## config.mk

```make
export PLATFORM = sky130hd
export DESIGN_NAME = multi_window_preproc
export DESIGN_NICKNAME = d
export VERILOG_FILES = /design/src/rtl/multi_window_preproc_pkg.sv /design/src/rtl/window_accum.sv /design/src/rtl/multi_window_preproc.sv
export SDC_FILE = /design/constraint.sdc
export NUM_CORES = 2
export LEC_CHECK = 0
export BUFFER_PORTS_ARGS = -buffer_cell sky130_fd_sc_hd__buf_2
export CAP_MARGIN = 20
export CORE_MARGIN = 4
export CORE_UTILIZATION = 45
export CTS_BUF_LIST = sky130_fd_sc_hd__clkbuf_16
export DETAILED_ROUTE_END_ITERATION = 10
export HOLD_SLACK_MARGIN = 0.1
export PLACE_DENSITY = 0.69
export SLEW_MARGIN = 15
export SYNTH_ARGS = -nofsm -noshare
export SYNTH_HDL_FRONTEND = slang
export SYNTH_HIERARCHICAL = 1
export SYNTH_SLANG_ARGS = --single-unit
```

## constraint.sdc

```tcl
create_clock -name clk -period 10.8 [get_ports clk]
set_input_delay 1.08 -clock clk [delete_from_list [all_inputs] [get_ports clk]]
set_output_delay 1.08 -clock clk [all_outputs]
set_load 0.005 [all_outputs]
```

## src/rtl/multi_window_preproc_pkg.sv

```systemverilog
// Shared definitions for the multi-window price preprocessor.
//   DATA_W_DEF   : default unsigned sample width
//   NUM_WIN_DEF  : default number of moving-average windows
//   WIN_LOG2_DEF : default log2 window lengths (4, 8, 16, 32 samples)
//   sum_w()      : width of a running sum over 2^log2 samples of in_w bits
package multi_window_preproc_pkg;

  localparam int DATA_W_DEF  = 8;
  localparam int NUM_WIN_DEF = 4;
  localparam int WIN_LOG2_DEF [NUM_WIN_DEF] = '{2, 3, 4, 5};

  // A sum of 2^log2 values of in_w bits never needs more than in_w+log2 bits.
  function automatic int sum_w(int in_w, int log2);
    return in_w + log2;
  endfunction

endpackage

```

## src/rtl/window_accum.sv

```systemverilog
// One moving-sum window: circular buffer of 2^LOG2 samples plus running sum.
//   clk      : clock, rising edge
//   rst      : synchronous active-high reset
//   clr      : synchronous history clear (flush)
//   en       : accept din this cycle
//   din      : sample, IN_W bits
//   sum_nxt  : running sum as it will be after this cycle's accept
//   full_nxt : filled flag as it will be after this cycle's accept
// Both outputs describe the post-accept state so the owner can register
// them on the same edge as the accept, giving one cycle of latency.
module window_accum
  import multi_window_preproc_pkg::*;
#(
  parameter int IN_W = 8,
  parameter int LOG2 = 2
) (
  input  logic                        clk,
  input  logic                        rst,
  input  logic                        clr,
  input  logic                        en,
  input  logic [IN_W-1:0]             din,
  output logic [sum_w(IN_W,LOG2)-1:0] sum_nxt,
  output logic                        full_nxt
);

  localparam int DEPTH = 1 << LOG2;
  localparam int SUM_W = sum_w(IN_W, LOG2);

  logic [IN_W-1:0]  hist_q [DEPTH];
  logic [LOG2-1:0]  wr_ptr;
  logic [SUM_W-1:0] sum_q;
  logic             full_q;

  // The slot under wr_ptr is the oldest sample; empty slots hold zero, so
  // the subtraction is harmless while the window is still filling.
  // NOTE: every variable assigned in always_comb gets a value on every path,
  // otherwise synthesis infers a latch.
  always_comb begin
    sum_nxt  = sum_q + SUM_W'(din) - SUM_W'(hist_q[wr_ptr]);
    full_nxt = full_q || (wr_ptr == '1);
  end

  // NOTE: the history buffer is cleared explicitly because empty slots must
  // read as zero; that forces it into flops rather than a RAM macro.
  always_ff @(posedge clk) begin
    if (rst || clr) begin
      for (int i = 0; i < DEPTH; i++) hist_q[i] <= '0;
      wr_ptr <= '0;
      sum_q  <= '0;
      full_q <= 1'b0;
    end else if (en) begin
      // NOTE: non-blocking assignments so every register samples the
      // pre-edge values, independent of statement order.
      hist_q[wr_ptr] <= din;
      wr_ptr         <= wr_ptr + 1'b1;
      sum_q          <= sum_nxt;
      full_q         <= full_nxt;
    end
  end

endmodule

```

## src/rtl/multi_window_preproc.sv

```systemverilog
// Multi-window moving-average preprocessor for a price stream.
//   clk       : clock, rising edge
//   rst       : synchronous active-high reset
//   in_data   : unsigned sample, DATA_W bits
//   in_valid  : in_data valid
//   in_ready  : sample accepted this cycle when in_valid is also high
//   flush     : clears all window history (wins over in_valid)
//   mean_out  : per-window floor mean, NUM_WIN x DATA_W
//   sq_mean   : floor mean of squared samples over the largest window
//   win_full  : per-window filled flag
//   last_data : most recently accepted sample
//   out_valid : output set valid; held until out_ready
//   out_ready : downstream accepts the output set
module multi_window_preproc
  import multi_window_preproc_pkg::*;
#(
  parameter int DATA_W             = DATA_W_DEF,
  parameter int NUM_WIN            = NUM_WIN_DEF,
  parameter int WIN_LOG2 [NUM_WIN] = WIN_LOG2_DEF
) (
  input  logic                            clk,
  input  logic                            rst,
  input  logic [DATA_W-1:0]               in_data,
  input  logic                            in_valid,
  output logic                            in_ready,
  input  logic                            flush,
  output logic [NUM_WIN-1:0][DATA_W-1:0]  mean_out,
  output logic [2*DATA_W-1:0]             sq_mean,
  output logic [NUM_WIN-1:0]              win_full,
  output logic [DATA_W-1:0]               last_data,
  output logic                            out_valid,
  input  logic                            out_ready
);

  localparam int SQ_W    = 2 * DATA_W;
  localparam int SQ_LOG2 = WIN_LOG2[NUM_WIN-1];

  logic                           accept;
  logic [SQ_W-1:0]                in_sq;
  logic [NUM_WIN-1:0][DATA_W-1:0] mean_nxt;
  logic [NUM_WIN-1:0]             full_nxt;
  logic [SQ_W-1:0]                sq_nxt;
  logic [sum_w(SQ_W,SQ_LOG2)-1:0] sq_sum_nxt;
  logic                           sq_full_unused;

  // A new sample is taken only when the held output set can be replaced.
  assign in_ready = !rst && !flush && (!out_valid || out_ready);
  assign accept   = in_valid && in_ready;
  assign in_sq    = SQ_W'(in_data) * SQ_W'(in_data);

  for (genvar g = 0; g < NUM_WIN; g++) begin : g_win
    localparam int L = WIN_LOG2[g];
    logic [sum_w(DATA_W,L)-1:0] sum_nxt;

    window_accum #(.IN_W(DATA_W), .LOG2(L)) u_accum (
      .clk      (clk),
      .rst      (rst),
      .clr      (flush),
      .en       (accept),
      .din      (in_data),
      .sum_nxt  (sum_nxt),
      .full_nxt (full_nxt[g])
    );

    assign mean_nxt[g] = DATA_W'(sum_nxt >> L);
  end

  window_accum #(.IN_W(SQ_W), .LOG2(SQ_LOG2)) u_sq_accum (
    .clk      (clk),
    .rst      (rst),
    .clr      (flush),
    .en       (accept),
    .din      (in_sq),
    .sum_nxt  (sq_sum_nxt),
    .full_nxt (sq_full_unused)
  );

  assign sq_nxt = SQ_W'(sq_sum_nxt >> SQ_LOG2);

  // Output register: loads only on accept, so a stalled set stays frozen.
  always_ff @(posedge clk) begin
    if (rst || flush) begin
      mean_out  <= '0;
      sq_mean   <= '0;
      win_full  <= '0;
      last_data <= '0;
      out_valid <= 1'b0;
    end else if (accept) begin
      mean_out  <= mean_nxt;
      sq_mean   <= sq_nxt;
      win_full  <= full_nxt;
      last_data <= in_data;
      out_valid <= 1'b1;
    end else if (out_ready) begin
      out_valid <= 1'b0;
    end
  end

endmodule

```

==> impl_results.md <==
- Status: finished clean
- Iter 0 DRT Violations: roughly 3800
- Vias in the first global route: about 37000
- Die Span X: around 370 um
- Syn avg cell area: between 10 and 15 um^2
- Wire length per cell: between 20 and 25 um
- Setup-failing EPs final: 0
- Initial Util: 0.453
- Tightest Pin Transition: about 1.2 ns
- Post-CTS Setup Inserts: 0
- Comb power frac: 0.237
- CP Max Fanout: 33
- Max-slew headroom: 0.228
- Internal: approximately 8.4 mW
- CTS Root Cell: clkbuf_16
- Max Freq: 132 MHz
- Number of port buffers: 74
- Ys Warns: 6
- Placer Congestion: between 0.8 and 0.9
- Crit path capture type: flip-flop
- RSZ-0062 raised after global routing: no
- Hold depth: 2
- Clock power frac: 0.344
- Dpl ws: about 2.7 ns
- Maximum vdd drop: 0.313 mV
- H-Tree Depth: 3
- Full die area: approximately 130000 um^2
- Synth Instances: 4484
- Core area: between 100000 and 150000 um^2
- Sw Pwr: 3.86 mW
- Share of post-route cells with drive strength above 1: 0.180
- Final Max Slew Viols: 0
- Min-delay worst type: reg -> reg
- Cts hold-fix bufs: 0
- Worst clock skew: roughly 0.076 ns
- Drt drc: 0
- CTS Buffer Depth: 3
- Via count: between 30000 and 40000
- Placed insts: roughly 5900
- Worst R2R Setup Slack: 4.92 ns
- Slowest cell on the critical path: fa_1
- Startpoint Class: input port
- Leakage power: between 20 and 25 nW
- Seq pwr share: 0.420
- Max Cap Viol: 0
- Setup_tns: 0 ns
- Cts bufs inserted: around 120
- Area grow syn2layout: 10.8%
- Post_cts resized: 0
- Final hold vios: 0
- Row count: ~130
- Final WL: 145000 um
- Clock transition at the registers of the reported paths: 0.06 ns
- DR vias/cell: about 6.0
- ANT nets after route: 0
- Worst path top cell family by delay: adder cells
- Worst Reg2Reg Path Length in Cells: 15
- Final HPWL DP: 88300 um
- WP buf/inv: 7
- Hold path startpoint: mean_out[3]
- Pwr Density: 192 nW/um^2
- CTS tree: built
- Initial antenna violation count: 6
- Chip height: between 300 and 400 um
- Largest net degree at the start of global routing: about 110
- I/O pins: 75
- WP data required: between 10 and 15 ns
- First-pass GRT wire length: 224000 um
- R2R Path End: u_sq_accum/sum_q[16]
- Hold worst-path end: mean_out[3]
- Fin crit share: 0.700
- Worst EP arrival: ~8.2 ns
- CTS sink count: around 1200
- Clock Latency Late Sink: 0.74 ns
- Type of the worst setup path: in -> reg
- Fillers: 10700
- Min Tclk post-route: between 7 and 8 ns
- Overflow after GRT: 0
- Layout Cells excl Fill: slightly above 6000
- Setup WS post-layout: 3.24 ns
- Pre-antenna DRT Iters: 6
- Switch share: 0.315
- Synth Cell Area: approximately 58000 um^2
- Slowest stage delay, CP: a little under 0.6 ns
- Synthesized Nets: 4684
- Final nets: approximately 4600
- Total track usage: 0.214
[routing by layer]
layer,share of wire,vias up,global-route usage
met1,0.39,18700,0.285
li1,-,16700,-
met3,0.093,208,0.0443
met4,0.026,4,0.0614
met5,0.00019,-,0
met2,0.49,1581,0.355
[flip-flops by register name (all words and copies together), names as in the netlist, named ones only]
register / count
u_sq_accum/hist_q: 512
g_win.u_accum/hist_q: 480
g_win.u_accum/sum_q: 46
mean_out: 32
u_sq_accum/sum_q: 21
sq_mean: 16
g_win.u_accum/wr_ptr: 14
last_data: 8
u_sq_accum/wr_ptr: 5
g_win.u_accum/full_q: 4
win_full: 4
out_valid: 1
[worst max-delay path by stage]
| stage | to | start | slack, ns | cells after the start |
|---|---|---|---|---|
| after floorplan | u_sq_accum/sum_q[20] | in_data[5] | 3.47 | 26 |
| final | u_sq_accum/sum_q[20] | in_data[5] | 3.24 | 26 |
| after detailed placement | u_sq_accum/sum_q[20] | in_data[5] | 2.69 | 26 |
| after global placement | u_sq_accum/sum_q[20] | in_data[5] | 2.81 | 25 |
| after global routing | u_sq_accum/sum_q[20] | in_data[5] | 2.78 | 26 |
| after CTS | u_sq_accum/sum_q[20] | in_data[5] | 3.47 | 26 |
[cells in the final DEF, fill, tap and decap left out, drive strengths merged, types with 114 or more instances in the layout]
master / n
nor2: 148
o21ai: 128
edfxtp: 992
inv: 306
nor3: 852
mux4: 304
clkbuf: 122
and2: 115
ha: 114
nand2: 193
dfxtp: 170
buf: 243
[power by group through the flow]
stage / Clock [mW] / Sequential, mW / Combinational (mW)
global route: 4.47 / 5.16 / 3.19
global placement: 0 / 5.23 / 2.80
detailed placement: 0 / 5.24 / 2.84
finish: 4.21 / 5.14 / 2.90
CTS: 4.27 / 5.14 / 2.86
floorplan: 0 / 5.21 / 2.00
[stage by stage]
stage	area, um^2	power [mW]	utilization	hold WS (ns)
after floorplan	57700	7.21	-	0.429
after global placement	59600	8.03	0.467	0.439
after detailed placement	59700	8.07	0.468	0.447
after CTS	63700	12.3	0.500	0.456
after global routing	63900	12.8	0.501	0.474
final	63900	12.2	0.501	0.451
[worst register-to-register path: stages, from the launching register on]
cell,delay [ns]
dfxtp_4,0.87
buf_12,0.63
mux4_2,0.79
mux4_2,0.57
mux2_2,0.35
ha_1,0.28
inv_1,0.06
ha_1,0.17
inv_1,0.08
fa_1,0.46
nand2b_1,0.18
a21oi_1,0.30
o211a_1,0.38
o211ai_1,0.18
and3_1,0.23
o41ai_1,0.29
[final cells by class]
type / instances / area [um^2] / area share
clock inverters: 106 / 1010 / 0.0158
clock buffers: 121 / 3030 / 0.0474
diodes: 1 / 2.50 / 0.0000392
well taps: 1662 / 2080 / 0.0325
inverters: 272 / 1030 / 0.0161
flip-flops and latches: 1162 / 33200 / 0.520
multi-input cells: 2600 / 21800 / 0.341
repair buffers: 244 / 1740 / 0.0272
No activity file was read; power rests on OpenSTA's default activity.
